[src/rtl/fetch_unit.sv]
// fetch_unit: instruction fetch stage feeding a decoder from a synchronous program ROM
// Ports: clk/rst_n clock and async active-low reset; run fetch enable;
//        mem_cs/mem_addr/mem_data ROM request and registered read data;
//        instr/instr_pc/instr_valid/instr_ready decoder handshake;
//        redirect/redirect_pc PC jump that squashes in-flight work; halted halt status.
module fetch_unit #(
    parameter int ADDR_W = 4,
    parameter int DATA_W = 8,
    parameter logic [ADDR_W-1:0] RESET_PC = '0,
    parameter logic [DATA_W-1:0] HALT_OPCODE = 8'hFF
) (
    input  logic              clk,
    input  logic              rst_n,
    input  logic              run,
    output logic              mem_cs,
    output logic [ADDR_W-1:0] mem_addr,
    input  logic [DATA_W-1:0] mem_data,
    output logic [DATA_W-1:0] instr,
    output logic [ADDR_W-1:0] instr_pc,
    output logic              instr_valid,
    input  logic              instr_ready,
    input  logic              redirect,
    input  logic [ADDR_W-1:0] redirect_pc,
    output logic              halted
);
    typedef enum logic [2:0] {IDLE, ISSUE, WAIT, OUT, HALTED} state_t;
    state_t state, nxt;
    logic [ADDR_W-1:0] pc, issued_pc;
    // instr_valid and halted are pure state decodes, so redirect and reset clear them with the state
    assign mem_cs      = state == ISSUE;
    assign mem_addr    = pc;
    assign instr_valid = state == OUT;
    assign halted      = state == HALTED;
    always_comb begin
        nxt = state;
        case (state)
            IDLE:    nxt = run ? ISSUE : IDLE;
            ISSUE:   nxt = WAIT;
            WAIT:    nxt = OUT;
            OUT:     nxt = !instr_ready ? OUT : instr == HALT_OPCODE ? HALTED : run ? ISSUE : IDLE;
            HALTED:  nxt = HALTED;
            default: nxt = IDLE;
        endcase
        if (redirect) nxt = run ? ISSUE : IDLE;
    end
    always_ff @(posedge clk or negedge rst_n) begin
        if (!rst_n) begin
            state     <= IDLE;
            pc        <= RESET_PC;
            issued_pc <= '0;
            instr     <= '0;
            instr_pc  <= '0;
        end else begin
            state <= nxt;
            pc    <= redirect ? redirect_pc : state == ISSUE ? pc + 1'b1 : pc;
            if (state == ISSUE) issued_pc <= pc;
            if (state == WAIT && !redirect) begin
                instr    <= mem_data;
                instr_pc <= issued_pc;
            end
        end
    end
endmodule

[config.mk]
export PLATFORM = sky130hd
export DESIGN_NAME = fetch_unit
export DESIGN_NICKNAME = d
export VERILOG_FILES = /design/src/rtl/fetch_unit.sv
export SDC_FILE = /design/constraint.sdc
export NUM_CORES = 1
export LEC_CHECK = 0
export ABC_AREA = 1
export CAP_MARGIN = 30
export CORE_MARGIN = 5
export CORE_UTILIZATION = 24
export CTS_CLUSTER_SIZE = 20
export DETAILED_ROUTE_END_ITERATION = 7
export PLACE_DENSITY = 0.45
export SLEW_MARGIN = 20
export SYNTH_ARGS = -nofsm -noshare
export SYNTH_HDL_FRONTEND = slang
export SYNTH_SLANG_ARGS = --single-unit
[constraint.sdc]
create_clock -name clk -period 1.5 [get_ports clk]
set_clock_uncertainty 0.15 [all_clocks]
set_input_delay 0.225 -clock clk [delete_from_list [all_inputs] [get_ports clk]]
set_output_delay 0.225 -clock clk [all_outputs]
set_load 0.01 [all_outputs]
# [Word level (Yosys, flattened, before mapping)]
# Index checks and enable logic that the tools add are counted.
[word_totals] inputBits=17 wordCells=22 output_inout_bits=19 regBits=23
[op_classes] reduce_logical=4 n_mux=7 n_eq_ne=5 n_addsub=1
[ops] operator="one-hot mux 3 bit (5 select lines)" count=1
[ops] operator="2-to-1 mux 3 bit" count=3
[ops] operator="equality test 8 bit, second input constant" count=1
[ops] operator="2-to-1 mux 4 bit" count=2
[ops] operator="equality test 3 x 2 -> 1 bit, second input constant" count=2
[ops] operator="adder 4 x 1 -> 4 bit, second input constant" count=1
[ops] operator="equality test 3 x 1 -> 1 bit, second input constant" count=1
[ops] operator="equality test 3 bit, second input constant" count=1
[ops] operator="zero test 3 bit" count=1
[ops] operator="nonzero test 2 bit" count=1
[ops] operator="logical AND 1 bit" count=1
[ops] operator="zero test 1 bit" count=1
[ops] operator="2-to-1 mux 1 bit" count=1

# [Logic depth before layout (Yosys ltp)]
# Gate-level depths: netlist (run 1).
[logic_depth] depth_word=5 ltp_mapped=7 mapped_depth_nobuf=7

# [Worst setup path before layout (run 1)]
# Ideal clock, no wire load.
[synth_path] path_kind="flip-flop to flip-flop" start="register state[1]" end="register pc[3], in the netlist mem_addr[3]" setup_time_ns=0.068 setup_slack_ns=0.238 stages_incl_launch_ff=6 required_ns=1.282 arrival_time_ns=1.044 synth_period_minus_slack_ns=1.262 n_path_buf=0 cell_sequence="dfrtp_1 -> nor3_4 -> nand2_1 -> inv_1 -> nand2_1 -> nand3_1"
[synth_between] elab_chain_cells=2
[synth_rtl] element="start: declaration" line="27" source="state_t state, nxt;"
[synth_rtl] element="start signal: assignment" line="54" source="state <= nxt;"
[synth_rtl] element="equality test 3 x 1 -> 1 bit"
[synth_rtl] element="named net mem_cs" line="15" source="output logic mem_cs,"
[synth_rtl] element="nonzero test 2 bit (no source line)"
[synth_rtl] element="end signal: assignment" line="55" source="pc <= redirect ? redirect_pc : state == ISSUE ? pc + 1'b1 : pc;"
[synth_rtl] element="end: declaration" line="28" source="logic [ADDR_W-1:0] pc, issued_pc;"
# The timed path passes the listed nets, and every way through them passes these cells.
# A chain may end at the register's enable or synchronous reset.

# [Worst setup path after layout (run 1)]
[layout_path] start="register state[0]" end="output mem_cs"
[layout_between] elab_chain_cells=1
[layout_rtl] element="equality test 3 x 1 -> 1 bit" line="30" source="assign mem_cs = state == ISSUE;"
[layout_rtl] element="end: declaration" line="15"
# Every way passes these cells.

==> impl_metrics.py, run 1 <==
metrics = {
    "worst_setup_path": {
        "crit_fanout": 4,
        "cp_top_family": "flip-flops",
        "arrival_ps": 1090,
        "cpMaxStageDelayCell": "dfrtp_2",
        "cp_num_buf_inv": 2,
        "r2r_slack_ps": 100,
        "crit_required_ps": 1120,
        "path_cells": "inv_2 > nor3_4 > buf_2",
        "path_class": "reg -> out",
        "reg2reg_to": "mem_addr[2]",
        "end_kind": "output port",
        "cp_slowest_stage_delay_ps": 420,
        "crit_path_start_kind": "flip-flop",
        "r2r_start": "state[1]",
        "r2r_cells": 8,
    },
    "grt": {
        "grt_max_degree": 25,
        "grt_pass1_wl_um": 4640,
        "grt.total_usage": 0.0915,
        "grt_remaining_overflow": 0,
        "antenna_found_initial": 0,
        "grt_pass1_vias": 1002,
    },
    "floorplanning": {
        "fp.dieH_um": 78.6,
        "dieArea_mm2": 0.00617,
        "core_mm2": 0.00463,
        "fp.dieW_um": 78.6,
        "row_count": 25,
        "start_util": 0.244,
        "io_pins": 36,
    },
    "final_layout": {
        "stdcell_area_mm2": 0.00168,
        "finalNonFillerCells": 235,
        "mostFrequentLayoutCell": "nand2_1",
        "n_antenna_cell": 0,
        "mostFrequentLayoutCells": "36 x nand2_1, 21 x dfrtp_1, 17 x inv_1, 16 x clkdlybuf4s50_1, 16 x dlygate4sd2_1",
        "syn2layout_area_growth_pct": 49.0,
        "final_layout_size_suffix_gt1_frac": 0.260,
        "fin_nets": 200,
    },
    "synth": {
        "avgSynthCellArea_um2": 8.68,
        "syn_area_mm2": 0.00113,
        "ys_ff_latch": 23,
        "synth-edff-count": 0,
        "netlist_instances": 130,
        "yosys.cell_types.count": 19,
        "syn_nets": 148,
        "seq_area_frac_synth": 0.510,
        "synthFlopType": "dfrtp_1",
        "ys_async_sr_fraction": 1.00,
        "yosysWarnings": 0,
    },
    "route": {
        "num_vias": 949,
        "drt-total-wl_um": 2620,
        "drc": 0,
        "dr.pass1.iters": 3,
        "viasPerCell": 4.04,
        "wl_per_cell_um": 11.1,
        "postRouteAntennaNets": 0,
        "drt_iter0_drc": 17,
    },
    "clock_tree": {
        "clk_path_buf_depth": 2,
        "clk_pin_slew_worst_paths_ps": 80,
        "cts_tree": "yes",
        "clk_latency_ps": 260,
        "ctsHtreeMaxLevel": 1,
        "cts_inserted_buffers": 3,
        "cts_sinks": 23,
        "ctsHoldBuffers": 0,
        "cts_root_buf": "clkbuf_8",
    },
    "power_and_ir_drop": {
        "power.density_mw_per_mm2": 1180,
        "ir_worst_vdd_mv": 0.297,
        "p_leak_nw": 0.855,
    },
    "timing": {
        "finalHoldViolCount": 0,
        "fin_ws_ps": 34.4,
        "post-route-min-period_ps": 1470,
        "rsz0062_at_grt": "true",
        "fmax_mhz": 682,
        "fin_crit_sh": 0.977,
        "fin_setup_tns_ps": 0,
        "worst_slew_pin_slew_ps": 300,
        "relSlewSlack": 0.800,
        "setup_viol": 0,
        "drv_slew": 0,
    },
    "outcome": {
        "status": "finished, final reports clean",
    },
    "hold_path": {
        "min_path_type": "in -> async",
    },
    "placed_design": {
        "gp_congestion": 0.760,
        "port_buffers": 35,
        "post-place-cells": 224,
        "pre_cts_ws_ps": -97.0,
        "postPlaceCellArea_mm2": 0.00159,
        "dp_hpwl_um": 2000,
    },
    "job": {
        "drv_cap": 0,
    },
}
## kinds of logic after synthesis
| family | count (synthesis) | share of synthesized area |
|---|---|---|
| flip-flops | 23 | 0.510 |
| buffers and inverters | 25 | 0.0976 |
| adder cells (fa/ha/maj) | 1 | 0.0111 |
| XOR/XNOR | 2 | 0.0155 |
| AND/OR/NAND/NOR | 59 | 0.233 |
| AO/OA/AOI/OAI | 20 | 0.133 |
## layer usage
metal  track usage  up-vias  wire length, um
li1              -      502                -
met1         0.132      415             1320
met2         0.132       30             1100
met3        0.0264        2              188
met4        0.0262        0                8
met5             0        -                0
## sequential cells by signal, indices dropped and copies added (netlist names)
name and cells:
state 3, instr_pc 4, mem_addr 4, instr 8, issued_pc 4
## worst max-delay path by stage
stage / from / to / slack (ps) / depth (start not counted)
2_1_floorplan: state[1] / mem_addr[3] / 240 / 5
3_3_place_gp: state[1] / halted / -90 / 4
3_5_place_dp: state[1] / halted / -100 / 4
4_1_cts: state[1] / halted / -40 / 5
5_1_grt: state[0] / mem_cs / -30 / 3
6_report: state[0] / mem_cs / 30 / 3
## through the flow
step / hold WS, ps / power (mW) / util
2_1_floorplan: -221 / 1.25 / -
3_3_place_gp: 319 / 1.66 / 0.344
3_5_place_dp: 328 / 1.68 / 0.344
4_1_cts: 181 / 2.00 / 0.353
5_1_grt: 208 / 2.13 / 0.363
6_report: 169 / 1.98 / 0.363
## power breakdown
| part | switching (mW) | total (mW) | internal (mW) | leakage, nW |
|---|---|---|---|---|
| logic | 0.356 | 0.712 | 0.356 | 0.546 |
| registers | 0.101 | 0.885 | 0.784 | 0.286 |
| clock network | 0.197 | 0.386 | 0.189 | 0.0228 |
| total | 0.653 | 1.98 | 1.33 | 0.855 |
## final cells by class
class / instances / area (um2)
fillers: 512 / 2950
flip-flops and latches: 23 / 578
multi-input cells: 82 / 458
repair buffers: 50 / 450
inverters: 22 / 82.6
well taps: 54 / 67.6
clock buffers: 4 / 45.0
## cell usage after synthesis, types with 2 or more instances
cell type   n  area share
o21ai_2    11       0.085
nor2_1     12       0.040
inv_2       2      0.0067
nand3_1     5       0.022
nand2_1    38        0.13
buf_6       2       0.020
o211ai_1    2       0.013
o21ai_0     6       0.027
dfrtp_1    23        0.51
inv_1      20       0.067
## repair_timing
action / 4_1_cts / 5_1_grt
resized for setup: 30 / 10
endpoints found under the setup margin: 19 / 7
cloned: 0 / 0
buffers inserted: 3 / 4
pin swaps: 1 / 2
endpoints found under the hold margin: 0 / 0
## worst reg2reg max path, stage by stage, from the launching register on
cell and delay [ps]:
dfrtp_1 400, buf_6 140, buf_4 150, nor2_2 110, nand2_2 80, nand2_2 80, inv_2 50, nand2_1 50
o211ai_1 80
(Power assumes the default switching activity.)
==> inputs of run 2 (changes only) <==
CTS_CLUSTER_DIAMETER = 50   (was not set)
MAX_ROUTING_LAYER = met4   (was not set)
==> impl_metrics.py, run 2 (same netlist as run 1, synthesis figures left out) <==
metrics = {
    "timing": {
        "post-route-min-period_ps": 1470,
        "setup_viol": 0,
        "fin_setup_tns_ps": 0,
        "worst_slew_pin_slew_ps": 300,
        "fin_hold_ws_ps": 169,
        "rsz0062_at_grt": "true",
        "fin_crit_sh": 0.977,
        "drv_slew": 0,
        "finalHoldViolCount": 0,
        "fmax_mhz": 682,
        "relSlewSlack": 0.800,
    },
    "route": {
        "drt_iter0_drc": 16,
        "viasPerCell": 4.03,
        "drt-total-wl_um": 2620,
        "postRouteAntennaNets": 0,
        "dr.pass1.iters": 3,
        "wl_per_cell_um": 11.1,
        "num_vias": 947,
        "drc": 0,
    },
    "final_layout": {
        "fillCellCount": 512,
        "final_layout_size_suffix_gt1_frac": 0.260,
        "largest_reg_flops": 8,
        "top_register": "instr",
        "syn2layout_area_growth_pct": 49.0,
        "fin_nets": 200,
        "stdcell_area_mm2": 0.00168,
        "n_antenna_cell": 0,
        "mostFrequentLayoutCells": "36 x nand2_1, 21 x dfrtp_1, 17 x inv_1, 16 x clkdlybuf4s50_1, 16 x dlygate4sd2_1",
        "mostFrequentLayoutCell": "nand2_1",
    },
    "placed_design": {
        "postPlaceCellArea_mm2": 0.00159,
        "port_buffers": 35,
        "gp_congestion": 0.769,
        "dp_hpwl_um": 2000,
    },
    "grt": {
        "grt.total_usage": 0.0940,
        "antenna_found_initial": 0,
        "grt_max_degree": 25,
        "grt_remaining_overflow": 0,
        "grt_pass1_vias": 1002,
        "grt_pass1_wl_um": 4640,
    },
    "worst_setup_path": {
        "arrival_ps": 1090,
        "crit_path_start_kind": "flip-flop",
        "end_kind": "output port",
        "r2r_start": "state[1]",
        "crit_path_start": "state[0]",
        "path_class": "reg -> out",
        "crit_fanout": 4,
        "r2r_slack_ps": 100,
        "crit_required_ps": 1120,
    },
    "floorplanning": {
        "core_mm2": 0.00463,
        "start_util": 0.244,
        "fp.dieW_um": 78.6,
        "row_count": 25,
        "fp.dieH_um": 78.6,
        "dieArea_mm2": 0.00617,
        "io_pins": 36,
    },
    "clock_tree": {
        "cts_inserted_buffers": 3,
        "cts_sinks": 23,
        "ctsHtreeMaxLevel": 1,
        "clk_latency_ps": 260,
        "clk_pin_slew_worst_paths_ps": 80,
        "clk_path_buf_depth": 2,
        "cts_root_buf": "clkbuf_8",
        "cts_tree": "yes",
    },
    "outcome": {
        "status": "finished, final reports clean",
    },
    "power_and_ir_drop": {
        "p_leak_nw": 0.855,
        "ir_worst_vdd_mv": 0.297,
        "power.density_mw_per_mm2": 1180,
    },
    "hold_path": {
        "min_path_type": "in -> async",
    },
    "job": {
        "drv_cap": 0,
    },
}
run 2: cell counts in the layout (fill, tap and decap cells not counted):
Identical to the previous run, type by type.
run 2: final timing paths:
kind,to,depth (start not counted)
setup / recovery,mem_cs,3
hold reg to reg,instr_pc[1],2
max in group asynchronous,state[2],2
min in group clk,instr_pc[1],2
hold / removal,instr[2],2
setup reg to reg,mem_addr[2],8
run 2: metal layers:
layer | share of wire | vias to the layer above | GRT usage
met5 | 0 | - | -
met1 | 0.51 | 415 | 0.133
met4 | 0.0031 | 0 | 0.0262
li1 | - | 502 | -
met2 | 0.42 | 28 | 0.132
met3 | 0.065 | 2 | 0.0241
run 2: repair_timing:
item                                    in CTS  in global routing
setup buffers                                3                  4
pin swaps                                    1                  2
resized for setup                           30                 10
hold buffers                                 0                  0
endpoints found under the setup margin      19                  7
hold endpoints to repair                     0                  0
run 2: critical path: stages (launching register included):
cell and delay [ps]:
dfrtp_2 420, inv_2 70, nor3_4 190, buf_2 160
run 2: report_power, final:
part | leakage, nW | switching [mW] | total [mW] | internal, mW
clock network | 0.0228 | 0.197 | 0.386 | 0.189
registers | 0.286 | 0.101 | 0.885 | 0.784
logic | 0.546 | 0.356 | 0.711 | 0.356
run 2: layout make-up:
class | instances | area [um2] | share of cell area
clock buffer | 4 | 45.0 | 0.0268
inverter | 22 | 82.6 | 0.0491
timing repair buffer | 50 | 450 | 0.268
tap | 54 | 67.6 | 0.0402
multi-input combinational | 82 | 458 | 0.272
sequential | 23 | 578 | 0.344
run 2: stage by stage:
step / power (mW) / utilization / std cells / worst slack [ps]
floorplan: 1.25 / - / 130 / 238
global placement: 1.66 / 0.344 / 224 / -91.7
detailed placement: 1.68 / 0.344 / 224 / -97.0
CTS: 2.00 / 0.353 / 231 / -35.7
global route: 2.13 / 0.363 / 235 / -33.8
finish: 1.98 / 0.363 / 235 / 34.6
==> RTL edit, RTL diff (config.mk and constraints of run 1) <==
The 5 states of `state_t` get a one-hot encoding in 5 bits.
--- a/src/rtl/fetch_unit.sv
+++ b/src/rtl/fetch_unit.sv
@@ -24,5 +24,5 @@
     output logic              halted
 );
-    typedef enum logic [2:0] {IDLE, ISSUE, WAIT, OUT, HALTED} state_t;
+    typedef enum logic [4:0] {IDLE = 5'b00001, ISSUE = 5'b00010, WAIT = 5'b00100, OUT = 5'b01000, HALTED = 5'b10000} state_t;
     state_t state, nxt;
     logic [ADDR_W-1:0] pc, issued_pc;
Function: same outputs for any inputs over 10 cycles, from zero or initial values and one cycle with rst_n low; not proved beyond that.
==> RTL edit against run 1 <==
- global-route usage up 1.7 points
- power down 5.6%
- sequential share of layout area down 2.2 points
- setup slack worse by 0.075 ns
- sequential cell count up 2
- highest routed layer unchanged
- design area up 16%
- cell count up 4.7%
- synthesized area up 5.9%
- the flow now finishes with violations (negative setup slack)
- routed wire length up 27%
==> RTL edit: results (changes against run 1) <==
syn_area_per_cell_um2: 10.5  # +21%
wire_per_inst_um: 13.5  # +21%
drive_gt1_share_pct: 39.7  # +14 points
use_met2_pct: 19.4  # +6.2 points
synth_commonest_cells: "26 x nand2_1, 24 x dfrtp_1, 13 x inv_1"
synth_compound_gate_area_share_pct: 7.02  # -6.3 points
max-vdd-ir-drop_mv: 0.511  # +72%
p_leak_nw: 0.936  # +9.5%
grtUsageTotal_pct: 10.9  # +1.7 points
synth-seq-area-share_pct: 52.5  # +1.5 points
synth_area_leaders: "dfrtp_1 50%, nand2_1 8.2%, mux2_4 6.3%, mux2_2 4.7%, inv_1 4.1%"
synth_adder_area_share_pct: 1.05  # -0.062 points
max_stage_delay_ns: 0.57  # +0.15 ns
wirelength_met1_um: 1370  # +3.6%
place_congestion: 0.762  # +0.38%
pwr_density_cell_mw_per_mm2: 958  # -19%
grt_pass1_wl_um: 5440  # +17%
dr.pass1.iters: 6  # +3
holdWs_ns: 0.143  # -0.0267 ns
met1_usage_pct: 12.7  # -0.52 points
r2r_cells: 4  # -4
nFillCells: 445  # -13%
crit_arrival_ns: 1.17  # +0.08 ns
met3_length_um: 163  # -13%
violations: "negative setup slack"
placed_cell_area_mm2: 0.00175  # +9.7%
nNetsFinal: 198  # -1.0%
route.met2.wl_um: 1750  # +59%
critPathMaxFanout: 2  # -2
run_status: "complete, but fails checks"
grt_max_degree: 26  # +4.0%
finalWorstSetupSlack_ns: -0.0411  # -0.0754 ns
combPwrFrac_pct: 30.0  # -5.9 points
muxShareOfSynthArea_pct: 11.0  # +11 points
dpl.hpwl_um: 2330  # +17%
seq-power_mw: 0.890  # +0.6%
setup_viol: 13  # +13
drt_iter0_drc: 67  # +50
use_met3_pct: 3.03  # +0.39 points
setup_tns_ns: -0.216  # -0.216 ns
yosysUniqueCellTypes: 23  # +4
dp_cells: 231  # +3.1%
dp_slack_ns: -0.259  # -0.162 ns
timing.rr.start: "state[3]$_DFF_PN0_"
synth.net_count: 132  # -11%
-- RTL edit: worst max-delay path, delay by kind of cell (launching register included) --
family,cells,cell delay [ns]
AND/OR/NAND/NOR,1,0.10
buffers and inverters,3,0.22
flip-flops,1,0.57
-- RTL edit: what timing repair did --
action | in CTS | in global routing
resized for setup | 47 | 14
buffers inserted | 5 | 5
cloned | 1 | 0
setup endpoints to repair | 35 | 20
pin swaps | 7 | 11
endpoints found under the hold margin | 0 | 0
-- RTL edit: final cells by class --
type | count | area, um2 | area share (%)
inverters | 14 | 55.1 | 2.82
flip-flops and latches | 25 | 628 | 32.1
multi-input cells | 74 | 567 | 29.0
clock buffers | 3 | 41.3 | 2.11
well taps | 67 | 83.8 | 4.29
clock inverters | 1 | 7.51 | 0.384
repair buffers | 62 | 572 | 29.3
-- RTL edit: cells by family (layout without fill, tap and decap cells) --
group           Yosys count  count (layout)
simple gates             46              47
compound gates           14              14
mux                      10              10
fa+ha+maj                 1               1
flops                    25              25
buf+inv                  16              80
xor+xnor                  2               2
